### src/rtl/transmit_engine_pkg.sv
// Shared UART definitions (frame geometry, format/parity encodings), also used by the receive engine.
// Pure constants and a combinational frame-tail helper: no latency, no flow control.
package transmit_engine_pkg;

  localparam int UART_BAUD_W     = 19;
  localparam int UART_FRAME_BITS = 11;

  localparam logic PAR_EVEN = 1'b0;
  localparam logic PAR_ODD  = 1'b1;

  // Frame format selected by {EIGHT, PEN}
  typedef enum logic [1:0] {
    FMT_7N = 2'b00,
    FMT_7P = 2'b01,
    FMT_8N = 2'b10,
    FMT_8P = 2'b11
  } frame_fmt_e;

  // Returns {b10, b9, b8}: the bit times that follow the first seven data bits.
  function automatic logic [2:0] frame_tail(input logic eight, input logic pen,
                                            input logic ohel, input logic [7:0] d);
    logic [2:0] tail;
    logic       par7;
    logic       par8;
    par7 = (ohel == PAR_ODD) ? ~^d[6:0] : ^d[6:0];
    par8 = (ohel == PAR_ODD) ? ~^d      : ^d;
    tail = 3'b111;
    case (frame_fmt_e'({eight, pen}))
      FMT_7N:  tail = 3'b111;
      FMT_7P:  tail = {2'b11, par7};
      FMT_8N:  tail = {2'b11, d[7]};
      FMT_8P:  tail = {1'b1, par8, d[7]};
      default: tail = 3'b111;
    endcase
    return tail;
  endfunction

endpackage

### src/rtl/transmit_engine_if.sv
// Host-side bus of the UART transmit engine: link config, LOAD strobe with byte, serial TX and TX_RDY.
// Wiring only: no latency; the host must hold LOAD off (or expect it ignored) while TX_RDY is low.
interface transmit_engine_if #(parameter int BAUD_W = transmit_engine_pkg::UART_BAUD_W);

  logic [BAUD_W-1:0] BAUD_K;
  logic              EIGHT;
  logic              PEN;
  logic              OHEL;
  logic              LOAD;
  logic [7:0]        OUT_PORT;
  logic              TX;
  logic              TX_RDY;

  modport master (
    output BAUD_K, EIGHT, PEN, OHEL, LOAD, OUT_PORT,
    input  TX, TX_RDY
  );

  modport slave (
    input  BAUD_K, EIGHT, PEN, OHEL, LOAD, OUT_PORT,
    output TX, TX_RDY
  );

endinterface

### src/rtl/transmit_engine_tx_bit_timer.sv
// Bit-time counter: counts 0..baud_k while doit, pulses btu combinationally on the terminal count.
// No backpressure; held at zero whenever doit is low so every frame starts on a full bit time.
module tx_bit_timer #(
  parameter int BAUD_W = transmit_engine_pkg::UART_BAUD_W
) (
  input  logic              clk,
  input  logic              reset,
  input  logic              doit,
  input  logic [BAUD_W-1:0] baud_k,
  output logic              btu
);

  logic [BAUD_W-1:0] count;

  assign btu = doit && (count == baud_k);

  always_ff @(posedge clk or posedge reset) begin
    if (reset) begin
      count <= '0;
    end else if (!doit || btu) begin
      count <= '0;
    end else begin
      count <= count + BAUD_W'(1);
    end
  end

endmodule

### src/rtl/transmit_engine.sv
// UART transmit engine: LOAD accepted while TX_RDY, TX falls one clock later, frame is 11 bit times LSB-first.
// TX_RDY stays low for 11*(BAUD_K+1)+2 clocks per frame; LOAD while busy is dropped.
module transmit_engine
  import transmit_engine_pkg::*;
#(
  parameter int BAUD_W     = UART_BAUD_W,
  parameter int FRAME_BITS = UART_FRAME_BITS
) (
  input  logic              clk,
  input  logic              reset,
  transmit_engine_if.slave  bus
);

  logic [FRAME_BITS-1:0] sr;
  logic [7:0]            ldata;
  logic [3:0]            bit_cnt;
  logic                  loadd1;
  logic                  doit;
  logic                  tx_rdy;
  logic                  btu;
  logic                  done;
  logic [2:0]            tail;

  tx_bit_timer #(.BAUD_W(BAUD_W)) u_bit_timer (
    .clk    (clk),
    .reset  (reset),
    .doit   (doit),
    .baud_k (bus.BAUD_K),
    .btu    (btu)
  );

  // Format is taken from the live config only in the LOADD1 cycle.
  assign tail = frame_tail(bus.EIGHT, bus.PEN, bus.OHEL, ldata);
  assign done = (bit_cnt == 4'(FRAME_BITS));

  // The shift register LSB is the line itself, so TX is registered with no extra flop.
  assign bus.TX     = sr[0];
  assign bus.TX_RDY = tx_rdy;

  always_ff @(posedge clk or posedge reset) begin
    if (reset) begin
      sr      <= '1;
      ldata   <= '0;
      bit_cnt <= '0;
      loadd1  <= 1'b0;
      doit    <= 1'b0;
      tx_rdy  <= 1'b1;
    end else begin
      loadd1 <= 1'b0;
      if (bus.LOAD && tx_rdy) begin
        ldata  <= bus.OUT_PORT;
        tx_rdy <= 1'b0;
        loadd1 <= 1'b1;
      end

      if (loadd1) begin
        sr   <= FRAME_BITS'({tail, ldata[6:0], 1'b0});
        doit <= 1'b1;
      end else if (doit) begin
        if (done) begin
          doit    <= 1'b0;
          bit_cnt <= '0;
          tx_rdy  <= 1'b1;
        end else if (btu) begin
          sr      <= {1'b1, sr[FRAME_BITS-1:1]};
          bit_cnt <= bit_cnt + 4'd1;
        end
      end
    end
  end

endmodule

### src/flat_wrapper.sv
// flat-port wrapper written by rule: the top's interface ports become plain ports
module transmit_engine_flat import transmit_engine_pkg::*;
#(
  parameter int BAUD_W     = UART_BAUD_W,
  parameter int FRAME_BITS = UART_FRAME_BITS
)
  (clk, reset, bus_BAUD_K, bus_EIGHT, bus_PEN, bus_OHEL, bus_LOAD, bus_OUT_PORT, bus_TX, bus_TX_RDY);
  transmit_engine_if #(.BAUD_W(BAUD_W)) bus_i ();
  input  logic clk;
  input  logic reset;
  input wire logic [$bits(bus_i.BAUD_K)-1:0] bus_BAUD_K;
  input wire logic [$bits(bus_i.EIGHT)-1:0] bus_EIGHT;
  input wire logic [$bits(bus_i.PEN)-1:0] bus_PEN;
  input wire logic [$bits(bus_i.OHEL)-1:0] bus_OHEL;
  input wire logic [$bits(bus_i.LOAD)-1:0] bus_LOAD;
  input wire logic [$bits(bus_i.OUT_PORT)-1:0] bus_OUT_PORT;
  output wire logic [$bits(bus_i.TX)-1:0] bus_TX;
  output wire logic [$bits(bus_i.TX_RDY)-1:0] bus_TX_RDY;
  assign bus_i.BAUD_K = bus_BAUD_K;
  assign bus_i.EIGHT = bus_EIGHT;
  assign bus_i.PEN = bus_PEN;
  assign bus_i.OHEL = bus_OHEL;
  assign bus_i.LOAD = bus_LOAD;
  assign bus_i.OUT_PORT = bus_OUT_PORT;
  assign bus_TX = bus_i.TX;
  assign bus_TX_RDY = bus_i.TX_RDY;
  transmit_engine #(.BAUD_W(BAUD_W), .FRAME_BITS(FRAME_BITS)) u_core (.clk(clk), .reset(reset), .bus(bus_i));
endmodule
### config.mk
export PLATFORM = sky130hd
export DESIGN_NAME = transmit_engine_flat
export DESIGN_NICKNAME = d
export VERILOG_FILES = /design/src/rtl/transmit_engine_pkg.sv /design/src/rtl/transmit_engine_if.sv /design/src/rtl/transmit_engine_tx_bit_timer.sv /design/src/rtl/transmit_engine.sv /design/src/flat_wrapper.sv
export SDC_FILE = /design/constraint.sdc
export NUM_CORES = 1
export LEC_CHECK = 0
export CAP_MARGIN = 40
export CORE_MARGIN = 2
export CORE_UTILIZATION = 45
export DETAILED_ROUTE_END_ITERATION = 12
export DONT_BUFFER_PORTS = 1
export SKIP_LAST_GASP = 1
export SLEW_MARGIN = 10
export SYNTH_ARGS = -nofsm -noshare
export SYNTH_HDL_FRONTEND = slang
export SYNTH_SLANG_ARGS = --single-unit
### constraint.sdc
create_clock -name clk -period 2.4 [get_ports clk]
set_clock_uncertainty 0.05 [all_clocks]
set_input_delay 0.36 -clock clk [delete_from_list [all_inputs] [get_ports clk]]
set_output_delay 0.36 -clock clk [all_outputs]
set_load 0.005 [all_outputs]
Word level (Yosys, flattened, before mapping)
Cells that the tools add are included.
{"block": "totals", "output_inout_bits": 2, "word_cells": 48, "ff_bits": 45, "inputBits": 33}
{"block": "classes", "n_eq_ne": 6, "bitwise_logic": 1, "reduce_logical": 14, "addsub": 2, "n_mux": 18}
{"cell": "11-bit two-way mux", "count": 4}
{"cell": "19-bit by 1-bit adder with 19-bit output (second input constant)", "count": 1}
{"cell": "19-bit == test", "count": 1}
{"cell": "19-bit two-way mux", "count": 1}
{"cell": "3-bit one-hot mux with 4 select lines", "count": 1}
{"cell": "1-bit two-way mux", "count": 10}
{"cell": "4-bit two-way mux", "count": 2}
{"cell": "8-bit XNOR reduction", "count": 1}
{"cell": "8-bit XOR reduction", "count": 1}
{"cell": "7-bit XNOR reduction", "count": 1}
{"cell": "7-bit XOR reduction", "count": 1}
{"cell": "3-bit AND reduction", "count": 2}
{"cell": "2-bit nonzero test", "count": 3}
{"cell": "4-bit by 1-bit adder with 4-bit output (second input constant)", "count": 1}
{"cell": "2-bit == test (second input constant)", "count": 2}
{"cell": "4-bit == test (second input constant)", "count": 1}
{"cell": "2-bit by 1-bit == test with 1-bit output (second input constant)", "count": 1}
{"cell": "1-bit logical AND", "count": 2}
{"cell": "2-bit logical NOT", "count": 1}
{"cell": "2-bit by 1-bit != test with 1-bit output (second input constant)", "count": 1}
{"cell": "1-bit logical NOT", "count": 1}
{"cell": "1-bit logical OR", "count": 1}
{"cell": "1-bit NOT", "count": 1}

Logic depth before layout (Yosys ltp)
{"block": "depth", "word_depth": 6, "depth_mapped": 8}

Cells and area by module
A second synthesis with hierarchy kept.
{"block": "unflattened", "hier_cells": 236, "hier_area_um2": 2497.4}
{"module": "tx_bit_timer", "n_inst": 1, "cells_each": 137, "area_per_inst_um2": 1346.3}
{"module": "transmit_engine", "n_inst": 1, "cells_each": 99, "area_per_inst_um2": 1151.1}

Worst setup path before layout
No wires, ideal clock.
{"block": "synth_path", "path_type": "reg-to-reg", "start": "reg u_core.u_bit_timer.count[0]", "end": "reg u_core.sr[5]", "t_arrival_ps": 1965, "setup_ps": 82, "path_stages_with_launch": 7, "path_buffers": 0, "setup_slack_ps": 303, "cell_sequence": "dfrtp_1 -> xor2_1 -> nor4_1 -> nand3_1 -> nor3_4 -> mux2_1 -> mux2_2"}
{"block": "synth_between", "elab_chain_len": 4}
{"item": "start, declared", "line_no": "transmit_engine_tx_bit_timer.sv:13", "rtl": "logic [BAUD_W-1:0] count;"}
{"item": "start signal, assigned", "line_no": "transmit_engine_tx_bit_timer.sv:23", "rtl": "count <= count + BAUD_W'(1);"}
{"item": "19-bit == test", "line_no": "transmit_engine_tx_bit_timer.sv:15", "rtl": "assign btu = doit && (count == baud_k);"}
{"item": "1-bit logical AND", "line_no": "transmit_engine_tx_bit_timer.sv:15"}
{"item": "2-bit nonzero test (no source line)"}
{"item": "3-bit AND reduction (no source line)"}
{"item": "end signal, assigned", "line_no": "transmit_engine.sv:57", "rtl": "sr <= FRAME_BITS'({tail, ldata[6:0], 1'b0});"}
{"item": "end signal, assigned", "line_no": "transmit_engine.sv:65", "rtl": "sr <= {1'b1, sr[FRAME_BITS-1:1]};"}
{"item": "end, declared", "line_no": "transmit_engine.sv:14", "rtl": "logic [FRAME_BITS-1:0] sr;"}
No other way between the ends.
A chain may end at the register's enable or synchronous reset.

Final worst setup path
{"block": "layout_path", "start": "reg u_core.u_bit_timer.count[0]", "end": "reg u_core.sr[2]"}
The elaborated chain is that of the path after synthesis.

==> run metrics <==
DIE WIDTH about 75 um; Detailed Route Iter0 Violations 30; asr flop ratio synth 1.00; Logic pwr share 0.142; EDFF count, synth 0; Die Span Y 74.9 um; crit path cell chain xor2_1 -> nor4_1 -> nand3_1 -> nor3_4 -> buf_12 -> mux2_1 -> mux2_2; Routed Antenna Nets 0; largest net degree at the start of global routing 45; first-pass GRT wire length ~7000 um; Relative slew margins 0.640; Max Cap Violations 0; register area roughly 1100 um^2; met3 usage 0.0375; Mapped Cells between 200 and 250; Sw Share 0.248; worst-margin pin slew roughly 540 ps; worst-path fanout max 10; GPL Wtd Cong 0.760; total grt overflow 0; H-tree lvl count 2; final setup vio count 0; Most Crowded Layer GR met2; Worst VDD drop between 300 and 400 uV; CTS-repair resized insts 0; GRT Total Usage 0.165; final worst-path cycle share 0.920; clock-pin slew on the worst setup and hold paths roughly 80 ps; final hold violations 0; met1 usage 0.202; synth unique cells 33; r2r startpoint u_core.u_bit_timer.count[0]; Register-to-Register Path Depth 7; Worst Path Class, Setup flip-flop to flip-flop; DRC 0; Power Total about 0.0016 W; Core Util, Final 0.516; Mapped Nets 240; aggregate routed wire length 3970 um; sequential share of power 0.562; Skew-Pair Late Insertion Delay a little under 300 ps; Crit. End Element flip-flop; worst reg2reg endpoint u_core.sr[2]; Initial Util 0.472; hold buffer count at CTS 0; clock share of power 0.296; HP Class input port to async pin; fmax 453 MHz; Startpoint Class flip-flop; CTS buffer count 5; dpl hpwl around 3000 um; WP data required ~2600 ps; FF-to-FF setup slack 190 ps; DR WL/cell 14.2 um; GR Util met2 0.283; Post-synth top flop dfrtp_1; commonest non-fill, non-tap cell in the layout dfrtp_1; Port Buf Inserts 0; LEAKAGE between 1 and 1.5 nW; Seq/Total Area, Yosys 0.493; vias in the first global route roughly 1600; status complete, no violations; delay-heaviest family, CP simple AND/OR/NAND/NOR gates; First-pass DRT Iterations 4; most frequent cells in the layout dfrtp_1, xor2_1, nor2_1; share of cells above drive strength 1 0.183; Setup TNS Final 0 ps; Ant. Diodes 0; synth warn 0; Synth Cell Area between 2000 and 2500 um^2; Critical-path top delay cell dfrtp_1; Pwr per Cell Area 631 nW/um^2; Tmin final around 2200 ps; Int Power around 0.0012 W; Post-CTS Setup Inserts 0; FILL cells 450; #FFs+latches synth 44; io pins 35; Sw Pwr just under 0.0004 W; Mapped Avg Cell Area 11.0 um^2; crit path DAT 2370 ps; CTS tree built; area occupied by multi-input gates 1100 um^2; max-slew violation count 0; unrepaired setup endpoints after global routing no; Post-layout nets about 250; P&R area growth vs syn 9.19%; initial antenna violation count 0; Core ar. roughly 4800 um^2; CTS Sinks 44; Std-Cell Rows 25; via count around 1400; Avg Vias per Cell ~5.2; Max stage delay on crit path roughly 440 ps; Root Buffer clkbuf_8; clk buf depth 2; die footprint 5610 um^2; worst path bufs/invs 1
-- through the flow --
step / cell area, um^2 / instances / worst slack (ps) / hold WS [ps]
global placement: 2370 / 272 / 112 / 365
detailed placement: 2370 / 272 / 117 / 378
finish: 2470 / 280 / 193 / 48.1
global route: 2470 / 280 / 58.6 / 74.3
CTS: 2460 / 280 / 92.8 / 58.8
floorplan: 2260 / 205 / 303 / 374
-- worst max path at each step --
stage	from	endpoint	slack [ps]	cells after the start
after CTS	u_core.u_bit_timer.count[14]	u_core.sr[2]	90	7
after floorplan	u_core.u_bit_timer.count[0]	u_core.sr[5]	300	6
after detailed placement	u_core.u_bit_timer.count[14]	u_core.sr[7]	120	7
after global placement	u_core.u_bit_timer.count[14]	u_core.sr[1]	110	7
after global routing	u_core.u_bit_timer.count[14]	u_core.sr[6]	60	7
final	u_core.u_bit_timer.count[0]	u_core.sr[2]	190	7
-- state kept, by name, summed over array words and instances (netlist names) --
| register | cells |
|---|---|
| u_core.bit_cnt | 4 |
| u_core.bus.TX_RDY | 1 |
| u_core.doit | 1 |
| u_core.ldata | 8 |
| u_core.loadd1 | 1 |
| u_core.sr | 10 |
| u_core.u_bit_timer.count | 19 |
-- cell usage after synthesis (2+ instances only) --
library cell / count / area [um^2]
o22ai_1: 2 / 12.5
nor4_1: 3 / 18.8
nand2b_1: 2 / 12.5
nor3_1: 3 / 15.0
mux2_2: 16 / 180
xnor2_1: 16 / 140
nand3_1: 10 / 50.1
and3_1: 3 / 18.8
nand2_1: 13 / 48.8
mux2_1: 9 / 101
ha_1: 2 / 25.0
nor2_1: 25 / 93.8
a21oi_1: 2 / 10.0
dfstp_2: 11 / 289
dfrtp_1: 33 / 826
inv_1: 9 / 33.8
nand4_1: 4 / 25.0
xor2_1: 27 / 236
-- power by group through the flow --
stage / Combinational, W / Clock (W) / Sequential [W]
3_5_place_dp: 0.000224 / 0 / 0.000890
4_1_cts: 0.000225 / 0.000490 / 0.000876
5_1_grt: 0.000253 / 0.000513 / 0.000888
2_1_floorplan: 0.000189 / 0 / 0.000872
6_report: 0.000221 / 0.000461 / 0.000875
3_3_place_gp: 0.000214 / 0 / 0.000887
-- area by class of cell --
class / count / area share
Inverter: 9 / 0.0137
Multi-Input combinational cell: 149 / 0.445
Timing Repair Buffer: 3 / 0.0193
Sequential cell: 44 / 0.452
Clock buffer: 8 / 0.0365
Tap cell: 67 / 0.0340
-- metal layers --
metal	part of all wire	up-vias	wire length, um
met2	0.49	36	1950
met5	0	-	0
met1	0.44	704	1760
li1	-	700	-
met3	0.049	6	196
met4	0.014	0	57
-- cell families after synthesis --
kind of cell               after synthesis  synth area share
buffers and inverters                   12            0.0238
AOI/OAI and AO/OA                        9            0.0266
adders and majority gates                2            0.0111
xor gates and xnor gates                43             0.167
DFF                                     44             0.493
muxes                                   26             0.129
and+or+nand+nor                         69             0.150
Note: power is estimated with default switching activity, not from simulation.
